==> src/rtl/line_depacketizer.sv <==
// rtl/line_depacketizer.sv - parses video-line packets into 29-bit pixel FIFO words
module line_depacketizer #(
  parameter int PIXELS = 600,
  parameter int VLINES = 720
) (
  input  logic        i_clk_125M,
  input  logic        i_rst,
  input  logic [7:0]  i_rx_data,
  input  logic        i_rx_valid,
  input  logic        i_rx_sop,
  input  logic        i_rx_eop,
  input  logic        i_fifo_full,
  output logic        o_fifo_wr,
  output logic [28:0] o_fifo_din,
  output logic        o_line_done,
  output logic [15:0] o_err_cnt,
  output logic [15:0] o_drop_cnt
);

  localparam int              PW       = $clog2(PIXELS);
  localparam logic [PW-1:0]   LAST_PIX = PW'(PIXELS - 1);
  localparam logic [10:0]     Y_LIMIT  = 11'(VLINES);
  localparam logic [15:0]     CNT_MAX  = 16'hFFFF;

  typedef enum logic [2:0] {IDLE, HDR1, PIX_Y, PIX_C, DROP} state_t;

  state_t        state;
  logic [1:0]    x_cnt;
  logic [2:0]    y_hi;
  logic [10:0]   y_cnt;
  logic [7:0]    y_byte;
  logic [PW-1:0] pix_cnt;

  logic [10:0]   y_new;
  logic [15:0]   err_next;
  logic [15:0]   drop_next;

  // Full line number once H1 arrives; saturating increments for the statistics counters
  assign y_new     = {y_hi, i_rx_data};
  assign err_next  = (o_err_cnt  == CNT_MAX) ? o_err_cnt  : o_err_cnt  + 16'd1;
  assign drop_next = (o_drop_cnt == CNT_MAX) ? o_drop_cnt : o_drop_cnt + 16'd1;

  // Packet parser FSM; write strobe and line_done are registered, so a word
  // appears on the FIFO port one cycle after its C byte is accepted
  always_ff @(posedge i_clk_125M) begin
    if (i_rst) begin
      state       <= IDLE;
      x_cnt       <= 2'd0;
      y_hi        <= 3'd0;
      y_cnt       <= 11'd0;
      y_byte      <= 8'd0;
      pix_cnt     <= '0;
      o_fifo_wr   <= 1'b0;
      o_fifo_din  <= 29'd0;
      o_line_done <= 1'b0;
      o_err_cnt   <= 16'd0;
      o_drop_cnt  <= 16'd0;
    end else begin
      o_fifo_wr   <= 1'b0;
      o_line_done <= 1'b0;
      if (i_rx_valid) begin
        if (i_rx_sop && i_rx_eop) begin
          // A one-byte packet can never be valid
          o_err_cnt <= err_next;
          state     <= IDLE;
        end else if (i_rx_sop) begin
          // Packets already counted (DROP) are not counted a second time when abandoned
          if (state != IDLE && state != DROP) begin
            o_err_cnt <= err_next;
          end
          x_cnt   <= i_rx_data[7:6];
          y_hi    <= i_rx_data[2:0];
          pix_cnt <= '0;
          state   <= HDR1;
        end else begin
          case (state)
            IDLE: begin
              state <= IDLE;
            end
            HDR1: begin
              if (i_rx_eop) begin
                o_err_cnt <= err_next;
                state     <= IDLE;
              end else if (y_new >= Y_LIMIT) begin
                o_err_cnt <= err_next;
                state     <= DROP;
              end else begin
                y_cnt   <= y_new;
                pix_cnt <= '0;
                state   <= PIX_Y;
              end
            end
            PIX_Y: begin
              if (i_rx_eop) begin
                o_err_cnt <= err_next;
                state     <= IDLE;
              end else begin
                y_byte <= i_rx_data;
                state  <= PIX_C;
              end
            end
            PIX_C: begin
              if (i_fifo_full) begin
                o_drop_cnt <= drop_next;
                state      <= i_rx_eop ? IDLE : DROP;
              end else begin
                o_fifo_wr  <= 1'b1;
                o_fifo_din <= {x_cnt, y_cnt, y_byte, i_rx_data};
                pix_cnt    <= pix_cnt + 1'b1;
                if (pix_cnt == LAST_PIX) begin
                  if (i_rx_eop) begin
                    o_line_done <= 1'b1;
                    state       <= IDLE;
                  end else begin
                    o_err_cnt <= err_next;
                    state     <= DROP;
                  end
                end else if (i_rx_eop) begin
                  o_err_cnt <= err_next;
                  state     <= IDLE;
                end else begin
                  state <= PIX_Y;
                end
              end
            end
            DROP: begin
              if (i_rx_eop) begin
                state <= IDLE;
              end
            end
            default: begin
              state <= IDLE;
            end
          endcase
        end
      end
    end
  end

endmodule
==> config.mk <==
export PLATFORM = sky130hd
export DESIGN_NAME = line_depacketizer
export DESIGN_NICKNAME = d
export VERILOG_FILES = /design/src/rtl/line_depacketizer.sv
export SDC_FILE = /design/constraint.sdc
export NUM_CORES = 1
export LEC_CHECK = 0
export BUFFER_PORTS_ARGS = -buffer_cell sky130_fd_sc_hd__buf_2
export CORE_ASPECT_RATIO = 1.2
export CORE_UTILIZATION = 45
export CTS_CLUSTER_SIZE = 25
export DETAILED_ROUTE_END_ITERATION = 10
export PLACE_DENSITY = 0.66
export SYNTH_ARGS = -nofsm -noshare
export SYNTH_HDL_FRONTEND = slang
export SYNTH_SLANG_ARGS = --single-unit
==> constraint.sdc <==
create_clock -name i_clk_125M -period 6.4 [get_ports i_clk_125M]
set_clock_uncertainty 0.2 [all_clocks]
set_input_delay 0.32 -clock i_clk_125M [delete_from_list [all_inputs] [get_ports i_clk_125M]]
set_output_delay 0.32 -clock i_clk_125M [all_outputs]
set_load 0.03 [all_outputs]
# Word-level counts from Yosys, hierarchy flattened
# Index checks and enable logic that the tools add are counted.
word_totals:
  reg_bits: 100
  out_inout_bits: 63
  wordCells: 84
  input_bits: 14
classes:
  addsub: 3
  n_eq_ne: 16
  n_reduce_logical: 15
  mux: 29
  bitwise_logic: 9
  magnitude_cmp: 1
op_table:
  columns: ["cell", "count"]
  rows:
  - ["$mux 16", 10]
  - ["$pmux 16 s3", 1]
  - ["$mux 10", 4]
  - ["$add 16x1->16 const B", 2]
  - ["$eq 16x16->1 const B", 2]
  - ["$mux 3", 8]
  - ["$reduce_and 6->1", 4]
  - ["$pmux 10 s2", 1]
  - ["$ne 3x3->1 const B", 4]
  - ["$pmux 3 s4", 1]
  - ["$ge 11x10->1 const B", 1]
  - ["$add 10x1->10 const B", 1]
  - ["$eq 10x10->1 const B", 1]
  - ["$ne 5x5->1 const B", 2]
  - ["$reduce_and 5->1", 2]
  - ["$not 1->1", 9]
  - ["$ne 4x4->1 const B", 2]
  - ["$reduce_or 7->1", 1]
  - ["$eq 3x2->1 const B", 2]
  - ["$reduce_bool 3->1", 2]
  - ["$reduce_bool 5->1", 1]
  - ["$reduce_or 5->1", 1]
  - ["$mux 2", 2]
  - ["$eq 3x1->1 const B", 1]
  - ["6 further kinds", 8]

# Depth between registers and ports, before layout
# Gate-level depths: netlist of the first run.
logic_depth:
  depth_word: 8
  ltp_mapped: 8
  ltp_nobuf: 6

# Worst setup path after synthesis of the first run
# OpenSTA, ideal clock, no wires.
synth_path:
  path_type: "register -> register"
  startpoint: "register o_err_cnt[0]"
  endpoint: "register o_err_cnt[14]"
  n_path_buf: 0
  path_slack_ns: 3.897
  setup_ns: 0.121
  required_ns: 6.079
  arrival_time_ns: 2.182
  synth_period_minus_slack_ns: 2.503
  stages_incl_launch_ff: 7
  cell_sequence: "dfxtp_1 ha_1 nand3_1 or2_2 or4_1 nor3_1 mux2_2"
synth_between:
  elab_chain_len: 8
  word_cells_on_any_way: 13
  classes_between: "add/sub: 1; eq/ne: 1; mux: 11"
synth_lines:
  columns: ["item", "line", "text"]
  rows:
  - ["start: declaration", "16", "output logic [15:0] o_err_cnt,"]
  - ["start signal: assignment", "64", "o_err_cnt <= err_next;"]
  - ["start signal: assignment", "69", "o_err_cnt <= err_next;"]
  - ["start signal: assignment", "82", "o_err_cnt <= err_next;"]
  - ["$add 16x1->16 or $eq 16x16->1 (tied branches)", "40", "assign err_next = (o_err_cnt == CNT_MAX) ? o_err_cnt : o_err_cnt + 16'd1;"]
  - ["$mux 16 (*)", "40", null]
  - ["$mux 16 (on tied branches)", "94, 118, 111", null]
  - ["$mux 16", "110", "if (pix_cnt == LAST_PIX) begin"]
  - ["$mux 16", "103", "if (i_fifo_full) begin"]
  - ["$pmux 16 s3", "76", "case (state)"]
  - ["$mux 16", "66", "end else if (i_rx_sop) begin"]
  - ["$mux 16 (*)", "62", "if (i_rx_sop && i_rx_eop) begin"]
# Every way passes the cells marked *; elsewhere a longest branch is shown, timed or not. The select of a mux whose other input is x is not followed.
# A chain may end at the register's enable or synchronous reset.

# Final worst setup path of the first run
layout_path:
  startpoint: "register state[2]"
  endpoint: "register pix_cnt[4]"
layout_between:
  elab_chain_len: 3
  word_cells_on_any_way: 9
  classes_between: "eq/ne: 5; mux: 2; reduce/logical: 2"
layout_lines:
  columns: ["item", "line", "text"]
  rows:
  - ["start: declaration", "27", "state_t state;"]
  - ["start signal: assignment", "105", "state <= i_rx_eop ? IDLE : DROP;"]
  - ["$eq 3x1->1 or $eq 3x2->1 (tied branches)", "76", null]
  - ["$ne 3x3->1 (no source line), or another cell as far along", null, null]
  - ["$reduce_and 6->1 (no source line) or $mux 10 (tied branches)", null, null]
  - ["end signal: assignment", "109", "pix_cnt <= pix_cnt + 1'b1;"]
  - ["end: declaration", "32", "logic [PW-1:0] pix_cnt;"]
# Parallel ways exist; a longest one is shown, timed or not.

==> flow_summary.ini, run 1 <==
[critical_path]
worst_path_largest_cell_delay_ns = 0.60
crit_path_top_delay_cell = or3_1
path_delay_family = simple AND/OR/NAND/NOR gates
start_kind = flip-flop
arrival_ns = 2.68
crit_type = flip-flop to flip-flop
cp_max_fo = 11
r2r_slack_ns = 3.73
path_cells = nand4bb_1 -> o21ai_0 -> or3_1 -> o21ai_1 -> nor2_1
cp_num_buf_inv = 0
required_ns = 6.41
cp-end-kind = flip-flop

[global_route]
gr-usage-all-layers = 0.215
antenna_found_initial = 0
overflow = 0
grt_max_degree = 94
grt_pass1_wl_mm = 17.9
grt_pass1_vias = 3728

[synth]
synth.avg_cell_area_sq_um = 8.47
yosysWarningCount = 0
ys_seq_elements = 100
synth_cell_types = 57
synth_area_sq_um = 4460
synth_flop_cell = dfxtp_1
synthesis.nets = 544
synthCells = 527
yosysSeqAreaShare = 0.449
synth-edff-count = 0
async_flop_share = 0

[place]
post-place-ws_ns = 3.65
hpwl_mm = 7.26
gp_congestion = 0.845
portBuffers = 76
place_area_sq_um = 4910

[cells_and_area]
fillers = 943
final_cell_mix = 100 x dfxtp_1, 80 x nand2_1, 76 x buf_2, 56 x nor2_1, 54 x a21oi_1
antennaDiodeCount = 0
nets = 608
final_util = 0.546
final_cell_area_sq_um = 5220
synthToLayoutAreaGrowth_pct = 16.9
drive_gt1_frac = 0.191
final_common_cell = dfxtp_1

[sta]
setup_slack_ns = 3.73
hold_viol_final = 0
period_minus_slack_ns = 2.67
rsz0062_at_grt = false
tns_ns = 0
finalSetupViolations = 0
tightestPinTransition_ns = 0.971
relSlewSlack = 0.353
finalCritPeriodShare = 0.418
max_freq_mhz = 374
holdWs_ns = 0.0540
slew_violations = 0

[detailed_routing]
drt-initial-drc-count = 229
wl_per_cell_um = 14.6
num_vias = 4027
drt_wl_total_mm = 10.5
via_per_inst = 5.60
antenna_left = 0
drc_errors = 0
first_pass_iters = 4

[floorplanning]
fp.dieH_um = 111
row_count = 39
dieArea_sq_um = 10300
core_area_sq_um = 9560
pin_count = 77
die_w_um = 92.9
start_util = 0.467

[min_path]
min_path_type = input port to flip-flop

[clock_tree]
cts_buffer_depth = 2
clock_sinks = 100
post_cts_buffers = 0
clkTransAtPathRegs_ns = 0.07
cts_resized = 0
cts_max_level = 3
clockRootBuffer = clkbuf_16
ctsHoldBuffers = 0
cts_tree = built
numCtsBuffers = 9
clk-insertion-delay-late_ns = 0.34

[power]
p_sw_frac = 0.230
p_comb_frac = 0.035
power_density_nw_per_um2 = 236
seqPwrFrac = 0.510
switching_power_w = 0.000283
clkPwrFrac = 0.455
ir_drop_mv = 0.173
power_leakage_nw = 2.00
p_int_w = 0.000947

[flow_run]
maxCapViolations = 0

[outcome]
status = finished clean
-- cell families (layout without fill, tap and decap cells) --
group	count (synthesis)	count (layout)	synth area share
adder cells (fa/ha/maj)	3	3	0.00841
AO/OA/AOI/OAI	106	106	0.149
buffers and inverters	40	109	0.0398
AND/OR/NAND/NOR	238	238	0.267
XOR/XNOR	14	14	0.0275
multiplexers	26	26	0.0594
flip-flops	100	100	0.449
-- synthesized netlist by cell type (3+ instances only) --
cell | number | area share
o21ai_0 | 15 | 0.017
or3_1 | 11 | 0.015
inv_1 | 13 | 0.011
xnor2_1 | 13 | 0.026
clkbuf_1 | 19 | 0.016
nand3b_1 | 3 | 0.0050
nand2_1 | 80 | 0.067
a2111oi_0 | 4 | 0.0078
and4_1 | 3 | 0.0059
nor2_1 | 56 | 0.047
nor2b_1 | 5 | 0.0070
nand4_1 | 9 | 0.013
a311oi_1 | 3 | 0.0059
mux2_2 | 4 | 0.010
or4_1 | 7 | 0.012
ha_1 | 3 | 0.0084
and3_1 | 4 | 0.0056
nand3_1 | 23 | 0.026
nor3_1 | 11 | 0.012
o31ai_1 | 6 | 0.010
buf_2 | 4 | 0.0045
nor4_1 | 10 | 0.014
mux2i_1 | 22 | 0.049
buf_6 | 3 | 0.0076
a211oi_1 | 3 | 0.0050
a21oi_1 | 54 | 0.061
dfxtp_1 | 100 | 0.45
-- layer usage --
| metal | track usage | up-vias | part of all wire |
|---|---|---|---|
| met3 | 0.0466 | 8 | 0.044 |
| met4 | 0.0687 | 0 | 0.011 |
| li1 | - | 2015 | - |
| met5 | 0 | - | 0 |
| met1 | 0.273 | 1920 | 0.45 |
| met2 | 0.358 | 84 | 0.50 |
-- layout make-up --
class	instances	area, sq um	share of cell area
Clock buffer	9	225	0.0432
Clock inverter	7	82.6	0.0158
Inverter	13	48.8	0.00935
Multi-Input combinational cell	387	2290	0.440
Sequential cell	100	2000	0.384
Tap cell	123	154	0.0295
Timing Repair Buffer	80	410	0.0787
-- metrics by stage --
step	cells	power [W]
floorplan	527	0.000670
finish	719	0.00123
global route	719	0.00128
CTS	719	0.00124
global placement	703	0.000685
detailed placement	703	0.000685
-- sequential cells by signal, indices dropped and copies added, names as in the netlist --
register and cells:
o_line_done 1, y_cnt 11, o_err_cnt 16, x_cnt 2, o_fifo_wr 1, state 3, o_drop_cnt 16, y_byte 8
pix_cnt 10, o_fifo_din 29, y_hi 3
-- final timing paths --
check                                  start             end  cells past startpoint
worst max register to register      state[2]      pix_cnt[4]                      5
worst min-delay path            i_rx_data[3]   o_fifo_din[3]                      3
worst max-delay path                state[2]      pix_cnt[4]                      5
worst min register to register     y_cnt[10]  o_fifo_din[26]                      2
-- worst reg2reg max path: cells and delay by family (launching register included) --
family,cells,cell delay [ns]
AO/OA/AOI/OAI,2,0.79
AND/OR/NAND/NOR,3,1.08
flip-flops,1,0.47
-- power groups by stage --
stage | combinational, W | sequential (W) | clock, W
global route | 0.0000486 | 0.000628 | 0.000601
CTS | 0.0000436 | 0.000627 | 0.000571
floorplan | 0.0000280 | 0.000642 | 0
global placement | 0.0000428 | 0.000642 | 0
detailed placement | 0.0000434 | 0.000642 | 0
finish | 0.0000433 | 0.000627 | 0.000559
Note: power is estimated with default switching activity, not from simulation.
==> run 2, diff against run 1 <==
- clock period: 6.4 -> 2.8 ns (I/O delays scaled with it)
==> run 2 against run 1 <==
Clock-buffer cell count rose by 1. First-iteration DRC count fell by 3.1%. Final cell count rose by 2.2%. Hold slack got worse by 0.045 ns. Utilization rose by 1.8 points. Routed wire length barely moved. Critical endpoint is now o_err_cnt[5]. Combinational power rose to 2.7 times the previous value. Sequential share of layout area fell by 1.2 points. Largest cell class unchanged. Register-to-register slack got worse by 3.6 ns. Non-clock buffer count rose by 16.
==> flow_summary.ini, run 2 (synthesis gave the netlist of run 1 again) <==
[place]
post-place-ws_ns = 0.193
dp_cells = 708
hpwl_mm = 7.19
gp_congestion = 0.824
portBuffers = 76

[clock_tree]
cts_tree = built
cts_resized = 0
cts_buffer_depth = 2
clockRootBuffer = clkbuf_16
numCtsBuffers = 9
cts_max_level = 3
clock_sinks = 100
clkTransAtPathRegs_ns = 0.07
clk-insertion-delay-late_ns = 0.36
post_cts_buffers = 0

[cells_and_area]
nets = 624
top_regs = o_fifo_din x29, o_drop_cnt x16, o_err_cnt x16
drive_gt1_frac = 0.194
regMostFlops = o_fifo_din
final_cell_mix = 100 x dfxtp_1, 80 x nand2_1, 76 x buf_2, 56 x nor2_1, 54 x a21oi_1
ff_latch_area_sq_um = 2000
largest_reg_flops = 29
antennaDiodeCount = 0
fillers = 909
final_common_cell = dfxtp_1
multiInputGateArea_sq_um = 2290
final_cells = 735
synthToLayoutAreaGrowth_pct = 20.7

[critical_path]
reg2reg_depth = 5
r2r_slack_ns = 0.17
required_ns = 2.84
cp_max_fo = 14
crit_type = input port to flip-flop
start_kind = input port
reg2reg_to = o_err_cnt[5]
reg2reg_from = pix_cnt[3]
cp-end-kind = flip-flop
arrival_ns = 2.72

[sta]
slew_violations = 0
relSlewSlack = 0.463
setup_slack_ns = 0.122
hold_viol_final = 0
finalSetupViolations = 0
tns_ns = 0
period_minus_slack_ns = 2.68
tightestPinTransition_ns = 0.806
finalCritPeriodShare = 0.957
max_freq_mhz = 373
rsz0062_at_grt = false

[floorplanning]
row_count = 39
dieArea_sq_um = 10300
fp.dieH_um = 111
die_w_um = 92.9
pin_count = 77
core_area_sq_um = 9560
start_util = 0.467

[power]
switching_power_w = 0.000663
seqPwrFrac = 0.501
power_leakage_nw = 2.08
p_comb_frac = 0.041
p_int_w = 0.00220
total_power_w = 0.00286
clkPwrFrac = 0.459
ir_drop_mv = 0.492
power_density_nw_per_um2 = 531
p_sw_frac = 0.231

[outcome]
status = finished clean

[detailed_routing]
antenna_left = 0
num_vias = 4066
first_pass_iters = 6
via_per_inst = 5.53
drt-initial-drc-count = 222
drt_wl_total_mm = 10.5
wl_per_cell_um = 14.3
drc_errors = 0

[global_route]
gr-usage-all-layers = 0.214
grt_max_degree = 74
grt_pass1_vias = 3729
grt_pass1_wl_mm = 17.5
antenna_found_initial = 0
overflow = 0

[flow_run]
maxCapViolations = 0

[min_path]
hold_path_depth = 2
min_path_type = input port to flip-flop
min_from = i_rst
worst_hold_path.endpoint = o_drop_cnt[7]
-- run 2: worst max-delay path by stage --
| stage | from | depth (start not counted) | endpoint |
|---|---|---|---|
| 5_1_grt | i_rx_sop | 7 | o_err_cnt[6] |
| 6_report | i_rx_sop | 7 | o_err_cnt[5] |
| 3_5_place_dp | pix_cnt[3] | 5 | o_err_cnt[5] |
| 4_1_cts | i_rx_sop | 7 | o_err_cnt[5] |
| 3_3_place_gp | pix_cnt[3] | 5 | o_err_cnt[6] |
| 2_1_floorplan | o_err_cnt[0] | 6 | o_err_cnt[14] |
-- run 2: layout make-up --
class | count | share of cell area
multi-input combinational | 387 | 0.426
sequential | 100 | 0.371
timing repair buffer | 96 | 0.106
clock inverter | 6 | 0.0149
tap | 123 | 0.0286
inverter | 13 | 0.00906
clock buffer | 10 | 0.0443
-- run 2: repair_timing --
| action | CTS | global route |
|---|---|---|
| hold endpoints to repair | 31 | 0 |
| hold buffers | 11 | 0 |
| setup endpoints to repair | 0 | 0 |
-- run 2: power by group through the flow --
stage               clock network [W]  registers (W)   logic, W
floorplan                           0        0.00147  0.0000641
global placement                    0        0.00147   0.000103
detailed placement                  0        0.00147   0.000104
CTS                           0.00134        0.00143   0.000116
global route                  0.00140        0.00143   0.000128
finish                        0.00131        0.00143   0.000117
-- run 2: layer usage --
layer | GRT usage | up-vias | share of wire
li1 | - | 2048 | -
met1 | 0.254 | 1902 | 0.45
met2 | 0.365 | 101 | 0.49
met3 | 0.0446 | 15 | 0.044
met4 | 0.0985 | 0 | 0.020
met5 | 0 | - | 0
-- run 2: per-stage QoR --
step,utilization,hold slack (ns),instance area [sq um]
2_1_floorplan,-,0.0760,4460
3_3_place_gp,0.519,0.217,4960
3_5_place_dp,0.519,0.222,4960
4_1_cts,0.563,0.0117,5390
5_1_grt,0.563,0.0359,5390
6_report,0.563,0.00850,5390
-- run 2: worst max-delay path: stages --
cell and delay, ns:
dlygate4sd3_1 0.51, buf_2 0.24, and4bb_1 0.29, a221o_1 0.43
or3_4 0.49, nor4_1 0.23, mux2_2 0.38
==> run 3, diff against run 2 <==
- RECOVER_POWER: default -> 25
==> run 3 against run 2 <==
Design area shrank 0.93%. Register-to-register slack is essentially flat. Flip-flop and latch count is the same. Via count is essentially flat. Maximum frequency grew 0.11%. Critical endpoint unchanged. Largest cell class unchanged.
==> flow_summary.ini, run 3 (synthesis gave the netlist of run 1 again) <==
[sta]
slew_violations = 0
rsz0062_at_grt = false
hold_viol_final = 0
period_minus_slack_ns = 2.68
finalSetupViolations = 0
tightestPinTransition_ns = 0.808
tns_ns = 0
finalCritPeriodShare = 0.955
relSlewSlack = 0.461
max_freq_mhz = 374
holdWs_ns = 0.0104

[power]
power_density_nw_per_um2 = 537
ir_drop_mv = 0.495
power_leakage_nw = 1.90
total_power_w = 0.00287

[critical_path]
crit_type = input port to flip-flop
cp_max_fo = 14
r2r_slack_ns = 0.16
reg2reg_depth = 5
start_kind = input port
reg2reg_from = pix_cnt[3]
reg2reg_to = o_err_cnt[5]
required_ns = 2.84
endpoint = o_err_cnt[5]
cp-end-kind = flip-flop
arrival_ns = 2.72
crit_start = i_rx_sop

[global_route]
grt_max_degree = 74
grt_pass1_wl_mm = 17.5
antenna_found_initial = 0
gr-usage-all-layers = 0.214
overflow = 0
grt_pass1_vias = 3729

[cells_and_area]
synthToLayoutAreaGrowth_pct = 19.6
final_cells = 735
largest_reg_flops = 29
final_common_cell = dfxtp_1
antennaDiodeCount = 0
regMostFlops = o_fifo_din
fillers = 932
final_cell_area_sq_um = 5340
nets = 624
final_cell_mix = 100 x dfxtp_1, 80 x nand2_1, 56 x nor2_1, 54 x a21oi_1, 40 x clkbuf_1
top_regs = o_fifo_din x29, o_drop_cnt x16, o_err_cnt x16
drive_gt1_frac = 0.129

[floorplanning]
row_count = 39
start_util = 0.467
pin_count = 77
fp.dieH_um = 111
dieArea_sq_um = 10300
core_area_sq_um = 9560
die_w_um = 92.9

[min_path]
min_from = i_rst
min_path_type = input port to flip-flop

[detailed_routing]
drt-initial-drc-count = 284
via_per_inst = 5.54
wl_per_cell_um = 14.4
drt_wl_total_mm = 10.5
drc_errors = 0
first_pass_iters = 4
antenna_left = 0
num_vias = 4070

[flow_run]
maxCapViolations = 0

[clock_tree]
clockRootBuffer = clkbuf_16
numCtsBuffers = 9
cts_max_level = 3
cts_buffer_depth = 2
post_cts_buffers = 0
clock_sinks = 100
clkTransAtPathRegs_ns = 0.07
cts_tree = built
clk-insertion-delay-late_ns = 0.36

[place]
gp_congestion = 0.824
portBuffers = 76
place_area_sq_um = 4960
dp_cells = 708
hpwl_mm = 7.19

[outcome]
status = finished clean
[run 3: what timing repair did]
item,CTS,global route
endpoints found under the hold margin,31,0
hold buffers,11,0
gates resized for setup,0,0
[run 3: metrics by stage]
stage / setup WS [ns] / utilization
floorplan: 0.297 / -
global placement: 0.241 / 0.519
detailed placement: 0.193 / 0.519
CTS: 0.141 / 0.563
global route: 0.0193 / 0.558
finish: 0.125 / 0.558
[run 3: area by class of cell]
type	instances	area [sq um]	share of cell area
Multi-Input combinational cell	387	2290	0.430
Tap cell	123	154	0.0288
Sequential cell	100	2000	0.375
Inverter	13	48.8	0.00914
Timing Repair Buffer	96	520	0.0975
Clock inverter	6	80.1	0.0150
Clock buffer	10	239	0.0448
[run 3: power breakdown]
part | switching [W] | internal, W
Clock | 0.000583 | 0.000733
Sequential | 0.00000697 | 0.00143
Combinational | 0.0000756 | 0.0000413
[run 3: critical path, cell delays in order]
cell and delay (ns):
dlygate4sd3_1 0.51, buf_2 0.24, and4bb_1 0.29, a221o_1 0.43
or3_4 0.49, nor4_1 0.23, mux2_2 0.38
[run 3: worst min path at each step]
stage	cells past startpoint	slack (ns)	end
floorplan	2	0.08	o_fifo_din[0]
global placement	3	0.22	o_fifo_din[3]
detailed placement	3	0.22	o_fifo_din[3]
CTS	2	0.01	o_drop_cnt[9]
global route	2	0.04	o_drop_cnt[7]
finish	2	0.01	o_drop_cnt[7]
[run 3: per-layer routing]
metal / global-route usage / vias to the layer above / part of all wire
met5: 0 / - / 0
met4: 0.0985 / 0 / 0.022
met3: 0.0446 / 20 / 0.043
met2: 0.365 / 103 / 0.48
met1: 0.254 / 1901 / 0.45
li1: - / 2046 / -
